[src/rtl/alu_scheduler_pkg.sv]
// Shared definitions for the two-requester ALU scheduler: requester/width
// constants, FSM state type and ALU op-code encoding.
package alu_sched_pkg;

  localparam int unsigned N_REQ  = 2;  // number of requesters
  localparam int unsigned OPND_W = 4;  // operand width per requester
  localparam int unsigned OP_W   = 3;  // ALU selector width per requester
  localparam int unsigned DATA_W = 8;  // ALU result width

  typedef enum logic [1:0] {
    IDLE = 2'd0,
    EXEC = 2'd1,
    RESP = 2'd2
  } state_e;

  typedef enum logic [OP_W-1:0] {
    OP_ADD = 3'b000,
    OP_SUB = 3'b001,
    OP_AND = 3'b010,
    OP_OR  = 3'b011,
    OP_XOR = 3'b100,
    OP_NOT = 3'b101,
    OP_SHL = 3'b110,
    OP_SHR = 3'b111
  } alu_op_e;

endpackage

[src/rtl/alu_scheduler_if.sv]
// Request/response bundle between the requesters and alu_scheduler.
// Optional rsp_flags exists only when ALU_SCHED_FLAGS_EN is defined.
interface alu_scheduler_if;
  import alu_sched_pkg::*;

  logic [N_REQ-1:0]        req_valid;
  logic [N_REQ-1:0]        req_ready;
  logic [N_REQ*OPND_W-1:0] req_a;
  logic [N_REQ*OPND_W-1:0] req_b;
  logic [N_REQ*OP_W-1:0]   req_op;
  logic [N_REQ-1:0]        rsp_valid;
  logic [N_REQ-1:0]        rsp_ready;
  logic [DATA_W-1:0]       rsp_data;
  logic                    busy;
  logic [DATA_W-1:0]       op_count;
`ifdef ALU_SCHED_FLAGS_EN
  logic [1:0]              rsp_flags;

  modport master (
    output req_valid, req_a, req_b, req_op, rsp_ready,
    input  req_ready, rsp_valid, rsp_data, busy, op_count, rsp_flags
  );
  modport slave (
    input  req_valid, req_a, req_b, req_op, rsp_ready,
    output req_ready, rsp_valid, rsp_data, busy, op_count, rsp_flags
  );
`else
  modport master (
    output req_valid, req_a, req_b, req_op, rsp_ready,
    input  req_ready, rsp_valid, rsp_data, busy, op_count
  );
  modport slave (
    input  req_valid, req_a, req_b, req_op, rsp_ready,
    output req_ready, rsp_valid, rsp_data, busy, op_count
  );
`endif
endinterface

[src/rtl/alu_scheduler_alu.sv]
// alu_8bit: purely combinational 8-bit ALU used by the scheduler.
module alu_8bit
  import alu_sched_pkg::*;
(
  input  logic [DATA_W-1:0] a_i,
  input  logic [DATA_W-1:0] b_i,
  input  logic [OP_W-1:0]   op_i,
  output logic [DATA_W-1:0] y_o
);

  // Result select; shifts move A by one place with zero fill.
  always_comb begin
    // NOTE: every always_comb output gets a default first so no path can infer a latch.
    y_o = '0;
    case (alu_op_e'(op_i))
      OP_ADD:  y_o = a_i + b_i;
      OP_SUB:  y_o = a_i - b_i;
      OP_AND:  y_o = a_i & b_i;
      OP_OR:   y_o = a_i | b_i;
      OP_XOR:  y_o = a_i ^ b_i;
      OP_NOT:  y_o = ~a_i;
      OP_SHL:  y_o = {a_i[DATA_W-2:0], 1'b0};
      OP_SHR:  y_o = {1'b0, a_i[DATA_W-1:1]};
      default: y_o = '0;
    endcase
  end

endmodule

[src/rtl/alu_scheduler.sv]
// alu_scheduler: round-robin arbiter sharing one alu_8bit between two
// requesters. IDLE grants and latches, EXEC registers the ALU result,
// RESP holds it until the winner accepts.
// Optional build macro: ALU_SCHED_FLAGS_EN adds registered rsp_flags
// ({sign, zero}) alongside rsp_data.
module alu_scheduler
  import alu_sched_pkg::*;
#(
  parameter bit RR_INIT = 1'b0
)(
  input  logic            clk,
  input  logic            rst,
  alu_scheduler_if.slave  bus
);

  state_e              state_q, state_d;
  logic                prio_q, prio_d;
  logic                winner_q, winner_d;
  logic [OPND_W-1:0]   a_q, a_d;
  logic [OPND_W-1:0]   b_q, b_d;
  logic [OP_W-1:0]     op_q, op_d;
  logic [DATA_W-1:0]   data_q, data_d;
  logic [DATA_W-1:0]   count_q, count_d;
  logic [DATA_W-1:0]   alu_y;
  logic                grant_id;
  logic [N_REQ-1:0]    req_ready_c;
  logic [N_REQ-1:0]    rsp_valid_c;

  // Lone requester wins outright; on contention the priority holder wins.
  assign grant_id = (&bus.req_valid) ? prio_q : bus.req_valid[1];

  alu_8bit u_alu (
    .a_i  ({{(DATA_W-OPND_W){1'b0}}, a_q}),
    .b_i  ({{(DATA_W-OPND_W){1'b0}}, b_q}),
    .op_i (op_q),
    .y_o  (alu_y)
  );

  // Next-state, grant and response decode.
  always_comb begin
    state_d     = state_q;
    prio_d      = prio_q;
    winner_d    = winner_q;
    a_d         = a_q;
    b_d         = b_q;
    op_d        = op_q;
    data_d      = data_q;
    count_d     = count_q;
    req_ready_c = '0;
    rsp_valid_c = '0;
    case (state_q)
      IDLE: begin
        if (|bus.req_valid) begin
          req_ready_c[grant_id] = 1'b1;
          winner_d = grant_id;
          prio_d   = ~grant_id;
          a_d      = grant_id ? bus.req_a[7:4]  : bus.req_a[3:0];
          b_d      = grant_id ? bus.req_b[7:4]  : bus.req_b[3:0];
          op_d     = grant_id ? bus.req_op[5:3] : bus.req_op[2:0];
          state_d  = EXEC;
        end
      end
      EXEC: begin
        data_d  = alu_y;
        state_d = RESP;
      end
      RESP: begin
        rsp_valid_c[winner_q] = 1'b1;
        if (bus.rsp_ready[winner_q]) begin
          count_d = count_q + 8'd1;
          state_d = IDLE;
        end
      end
      default: state_d = IDLE;
    endcase
  end

  // State and datapath registers; reset discards any in-flight operation.
  always_ff @(posedge clk or posedge rst) begin
    if (rst) begin
      state_q  <= IDLE;
      prio_q   <= RR_INIT;
      winner_q <= 1'b0;
      a_q      <= '0;
      b_q      <= '0;
      op_q     <= '0;
      data_q   <= '0;
      count_q  <= '0;
    end else begin
      // NOTE: sequential state uses non-blocking assignments so every register samples pre-edge values.
      state_q  <= state_d;
      prio_q   <= prio_d;
      winner_q <= winner_d;
      a_q      <= a_d;
      b_q      <= b_d;
      op_q     <= op_d;
      data_q   <= data_d;
      count_q  <= count_d;
    end
  end

`ifdef ALU_SCHED_FLAGS_EN
  logic [1:0] flags_q;

  // Flags are captured on the same edge as rsp_data.
  always_ff @(posedge clk or posedge rst) begin
    if (rst) begin
      flags_q <= '0;
    end else if (state_q == EXEC) begin
      flags_q <= {alu_y[DATA_W-1], (alu_y == '0)};
    end
  end

  assign bus.rsp_flags = flags_q;
`endif

  // The grant is combinational, so gate it with reset to clear it at once.
  assign bus.req_ready = rst ? '0 : req_ready_c;
  assign bus.rsp_valid = rsp_valid_c;
  assign bus.rsp_data  = data_q;
  assign bus.busy      = (state_q != IDLE);
  assign bus.op_count  = count_q;

endmodule

[src/flat_wrapper.sv]
// flat-port wrapper written by rule: the top's interface ports become plain ports
module alu_scheduler_flat import alu_sched_pkg::*;
#(
  parameter bit RR_INIT = 1'b0
)
  (clk, rst, bus_req_valid, bus_req_a, bus_req_b, bus_req_op, bus_rsp_ready, bus_req_ready, bus_rsp_valid, bus_rsp_data, bus_busy, bus_op_count);
  alu_scheduler_if bus_i ();
  input  logic clk;
  input  logic rst;
  input wire logic [$bits(bus_i.req_valid)-1:0] bus_req_valid;
  input wire logic [$bits(bus_i.req_a)-1:0] bus_req_a;
  input wire logic [$bits(bus_i.req_b)-1:0] bus_req_b;
  input wire logic [$bits(bus_i.req_op)-1:0] bus_req_op;
  input wire logic [$bits(bus_i.rsp_ready)-1:0] bus_rsp_ready;
  output wire logic [$bits(bus_i.req_ready)-1:0] bus_req_ready;
  output wire logic [$bits(bus_i.rsp_valid)-1:0] bus_rsp_valid;
  output wire logic [$bits(bus_i.rsp_data)-1:0] bus_rsp_data;
  output wire logic [$bits(bus_i.busy)-1:0] bus_busy;
  output wire logic [$bits(bus_i.op_count)-1:0] bus_op_count;
  assign bus_i.req_valid = bus_req_valid;
  assign bus_i.req_a = bus_req_a;
  assign bus_i.req_b = bus_req_b;
  assign bus_i.req_op = bus_req_op;
  assign bus_i.rsp_ready = bus_rsp_ready;
  assign bus_req_ready = bus_i.req_ready;
  assign bus_rsp_valid = bus_i.rsp_valid;
  assign bus_rsp_data = bus_i.rsp_data;
  assign bus_busy = bus_i.busy;
  assign bus_op_count = bus_i.op_count;
  alu_scheduler #(.RR_INIT(RR_INIT)) u_core (.clk(clk), .rst(rst), .bus(bus_i));
endmodule
[config.mk]
export PLATFORM = sky130hd
export DESIGN_NAME = alu_scheduler_flat
export DESIGN_NICKNAME = d
export VERILOG_FILES = /design/src/rtl/alu_scheduler_pkg.sv /design/src/rtl/alu_scheduler_if.sv /design/src/rtl/alu_scheduler_alu.sv /design/src/rtl/alu_scheduler.sv /design/src/flat_wrapper.sv
export SDC_FILE = /design/constraint.sdc
export NUM_CORES = 1
export LEC_CHECK = 0
export ABC_AREA = 1
export CAP_MARGIN = 10
export CORE_MARGIN = 4
export CORE_UTILIZATION = 44
export CTS_CLUSTER_SIZE = 20
export DETAILED_ROUTE_END_ITERATION = 10
export GPL_TIMING_DRIVEN = 0
export PLACE_DENSITY = 0.8
export SYNTH_ARGS = -nofsm -noshare
export SYNTH_HDL_FRONTEND = slang
export SYNTH_SLANG_ARGS = --single-unit
[constraint.sdc]
create_clock -name clk -period 2.4 [get_ports clk]
set_clock_uncertainty 0.2 [all_clocks]
set_input_delay 0.48 -clock clk [delete_from_list [all_inputs] [get_ports clk]]
set_output_delay 0.48 -clock clk [all_outputs]
set_load 0.02 [all_outputs]
==> impl_metrics.ini <==
[pwr]
pwr-share-seq_pct = 26.5
p_leak_uw = 0.001349
powerDensity_nw_per_um2 = 1293
swShare_pct = 46.44
peakVddDrop_mv = 0.5012
clock_power_share_pct = 15.6
total_power_uw = 3403
p_sw_uw = 1581
p_int_uw = 1823
pwr-share-comb_pct = 57.9

[detailed_routing]
firstDrtPassIters = 4
avgViaCountPerCell = 4.877
route.detailed.drc = 0
routed_wirelength_mm = 4.487
first_iter_violations = 94
ant_nets = 0
dr_total_vias = 1780
wire_per_inst_um = 12.29

[hold_path]
hp-class = register to register

[synthesis]
syn_area_per_cell_um2 = 7.658
ys_warn_count = 0
ys_seq_area_share_pct = 36.87
synth_cell_types = 28
synthCells = 257
syn_nets = 300
synth-seq-cells = 29
synth_area_um2 = 1968

[floorplan]
start_util_pct = 45.20
num_rows = 24
die_x_um = 74.88
core_area_um2 = 4354
die_h_um = 74.88
die_area_um2 = 5607
io_pins = 49

[worst_setup_path]
cp_slowest_stage_delay_ns = 0.49
path_max_fanout = 10
worstSetupStartpointType = primary input
crit_chain = clkdlybuf4s50_1, nand2_1, nand2_1, inv_2, buf_4, nor3_2, buf_4
critical_path_class = primary input to output pin
crit_family = buffers and inverters
required_ns = 1.72
worstSetupEndpointType = output pin
critPathBufInv = 4
arrival_ns = 1.65
reg2reg_slack_ns = 0.42
slowest_stage = clkdlybuf4s50_1

[clocking]
cts_buffers = 5
clock-sinks = 29
insertion_delay_ns = 0.29
cts_root_buffer = clkbuf_8
cts_setup_buffers = 0
htree_levels = 2
cts_tree = done
path_clk_slew_ns = 0.07
clk_path_buf_depth = 2
ctsHoldBuffers = 0

[finish]
final_util_pct = 60.43
mostFrequentLayoutCell = nand2_1
areaGrowthSynthToFinish_pct = 33.69
diodes = 0
post_route_cells_drive_above_1_share_pct = 12.46
layout.nets = 355
final_cell_mix = 51 x nand2_1, 44 x clkdlybuf4s50_1, 31 x inv_1

[sta]
slew_viol_final = 0
worst_pin_slew_ns = 1.061
fmax_ghz = 0.4283
hold_violations = 0
slew_headroom_pct = 29.20
rsz0062_at_grt = false
setup_viol = 0
tns_ns = 0
fin_ws_ns = 0.06521
period_share_pct = 97.28
min_period_ns = 2.335

[grt]
grt_pass1_vias = 1700
antenna_found_initial = 0
overflow = 0
grt_usage_pct = 17.01
grt_pass1_wl_mm = 7.369
grt_max_degree = 30

[flow_run]
drv_cap = 0

[placement]
post-place-ws_ns = -0.4515
gp_congestion = 0.8740
hpwl_mm = 3.615
io_buffers = 48

[outcome]
status = complete, no violations
tightest hold or removal path, delay by kind of cell (launching register included):
kind	cells	cell delay, ns
and+or+nand+nor	2	0.10
DFF	1	0.35
synthesized netlist by cell type (all sizes together):
library cell / n / area share, %
buf: 8 / 2.4
xor2: 5 / 2.6
a21oi: 5 / 1.3
xnor2: 2 / 0.89
fa: 2 / 2.0
nor2: 31 / 7.9
ha: 13 / 8.3
nand4: 5 / 1.6
inv: 38 / 7.4
nand2: 55 / 12
o22ai: 11 / 3.5
a31oi: 1 / 0.32
clkbuf: 1 / 0.19
dfrtp: 29 / 37
nor3: 1 / 0.25
nand3: 22 / 5.6
o21ai: 26 / 6.8
or2: 2 / 0.64
cell families (layout without fill, tap and decap cells):
logic type / Yosys count / after routing / synth area share (%)
adder cells (fa/ha/maj): 15 / 15 / 10.30
AND/OR/NAND/NOR: 116 / 116 / 27.46
flip-flops: 29 / 29 / 36.87
XOR/XNOR: 7 / 7 / 3.497
AO/OA/AOI/OAI: 43 / 43 / 11.89
buffers and inverters: 47 / 103 / 9.981
metrics by stage:
stage	instance area (µm²)	std cells	hold slack, ns
3_5_place_dp	2514	357	0.2697
2_1_floorplan	1968	257	0.2530
3_3_place_gp	2514	357	0.2638
5_1_grt	2631	365	0.3226
4_1_cts	2626	365	0.2862
6_report	2631	365	0.2835
registers in the layout (all words and copies together), names as in the netlist:
name	cells
u_core.a_q	4
u_core.b_q	4
u_core.bus.op_count	8
u_core.bus.rsp_data	6
u_core.op_q	3
u_core.prio_q	1
u_core.state_q	2
u_core.winner_q	1
routing by layer:
| metal | wire length, µm | part of all wire (%) | GRT usage [%] | vias up |
|---|---|---|---|---|
| met2 | 2128 | 47 | 28.82 | 54 |
| met3 | 246 | 5.5 | 2.937 | 6 |
| met1 | 2037 | 45 | 22.11 | 791 |
| met4 | 74 | 1.6 | 5.336 | 0 |
| met5 | 0 | 0 | 0 | - |
| li1 | - | - | - | 929 |
final timing paths:
path | from | end | cells past startpoint
max | bus_req_valid[0] | bus_req_ready[0] | 7
min reg2reg | u_core.bus.rsp_data[1] | u_core.bus.rsp_data[1] | 2
max reg2reg | u_core.a_q[0] | u_core.bus.rsp_data[2] | 12
min | u_core.bus.rsp_data[1] | u_core.bus.rsp_data[1] | 2
min in group asynchronous | rst | u_core.a_q[1] | 2
max in group asynchronous | rst | u_core.a_q[2] | 2
final cells by class:
class	instances	area [µm²]
Sequential cell	29	725.7
Fill cell	417	1723
Buffer	9	53.80
Timing Repair Buffer	48	474.2
Tap cell	52	65.06
Multi-Input combinational cell	181	1051
Clock buffer	7	86.33
Clock inverter	1	30.03
Inverter	38	145.1
power groups by stage:
stage	Combinational [µW]	Clock [µW]	Sequential (µW)
after floorplan	1300	0	967
after global placement	1930	0	899
after detailed placement	1970	0	912
after CTS	1980	533	905
after global routing	2230	556	941
final	1970	530	901
timing repair:
item	CTS	global route
endpoints found under the setup margin	3	3
gates resized for setup	12	3
pin swaps	0	0
(Power assumes the default switching activity.)
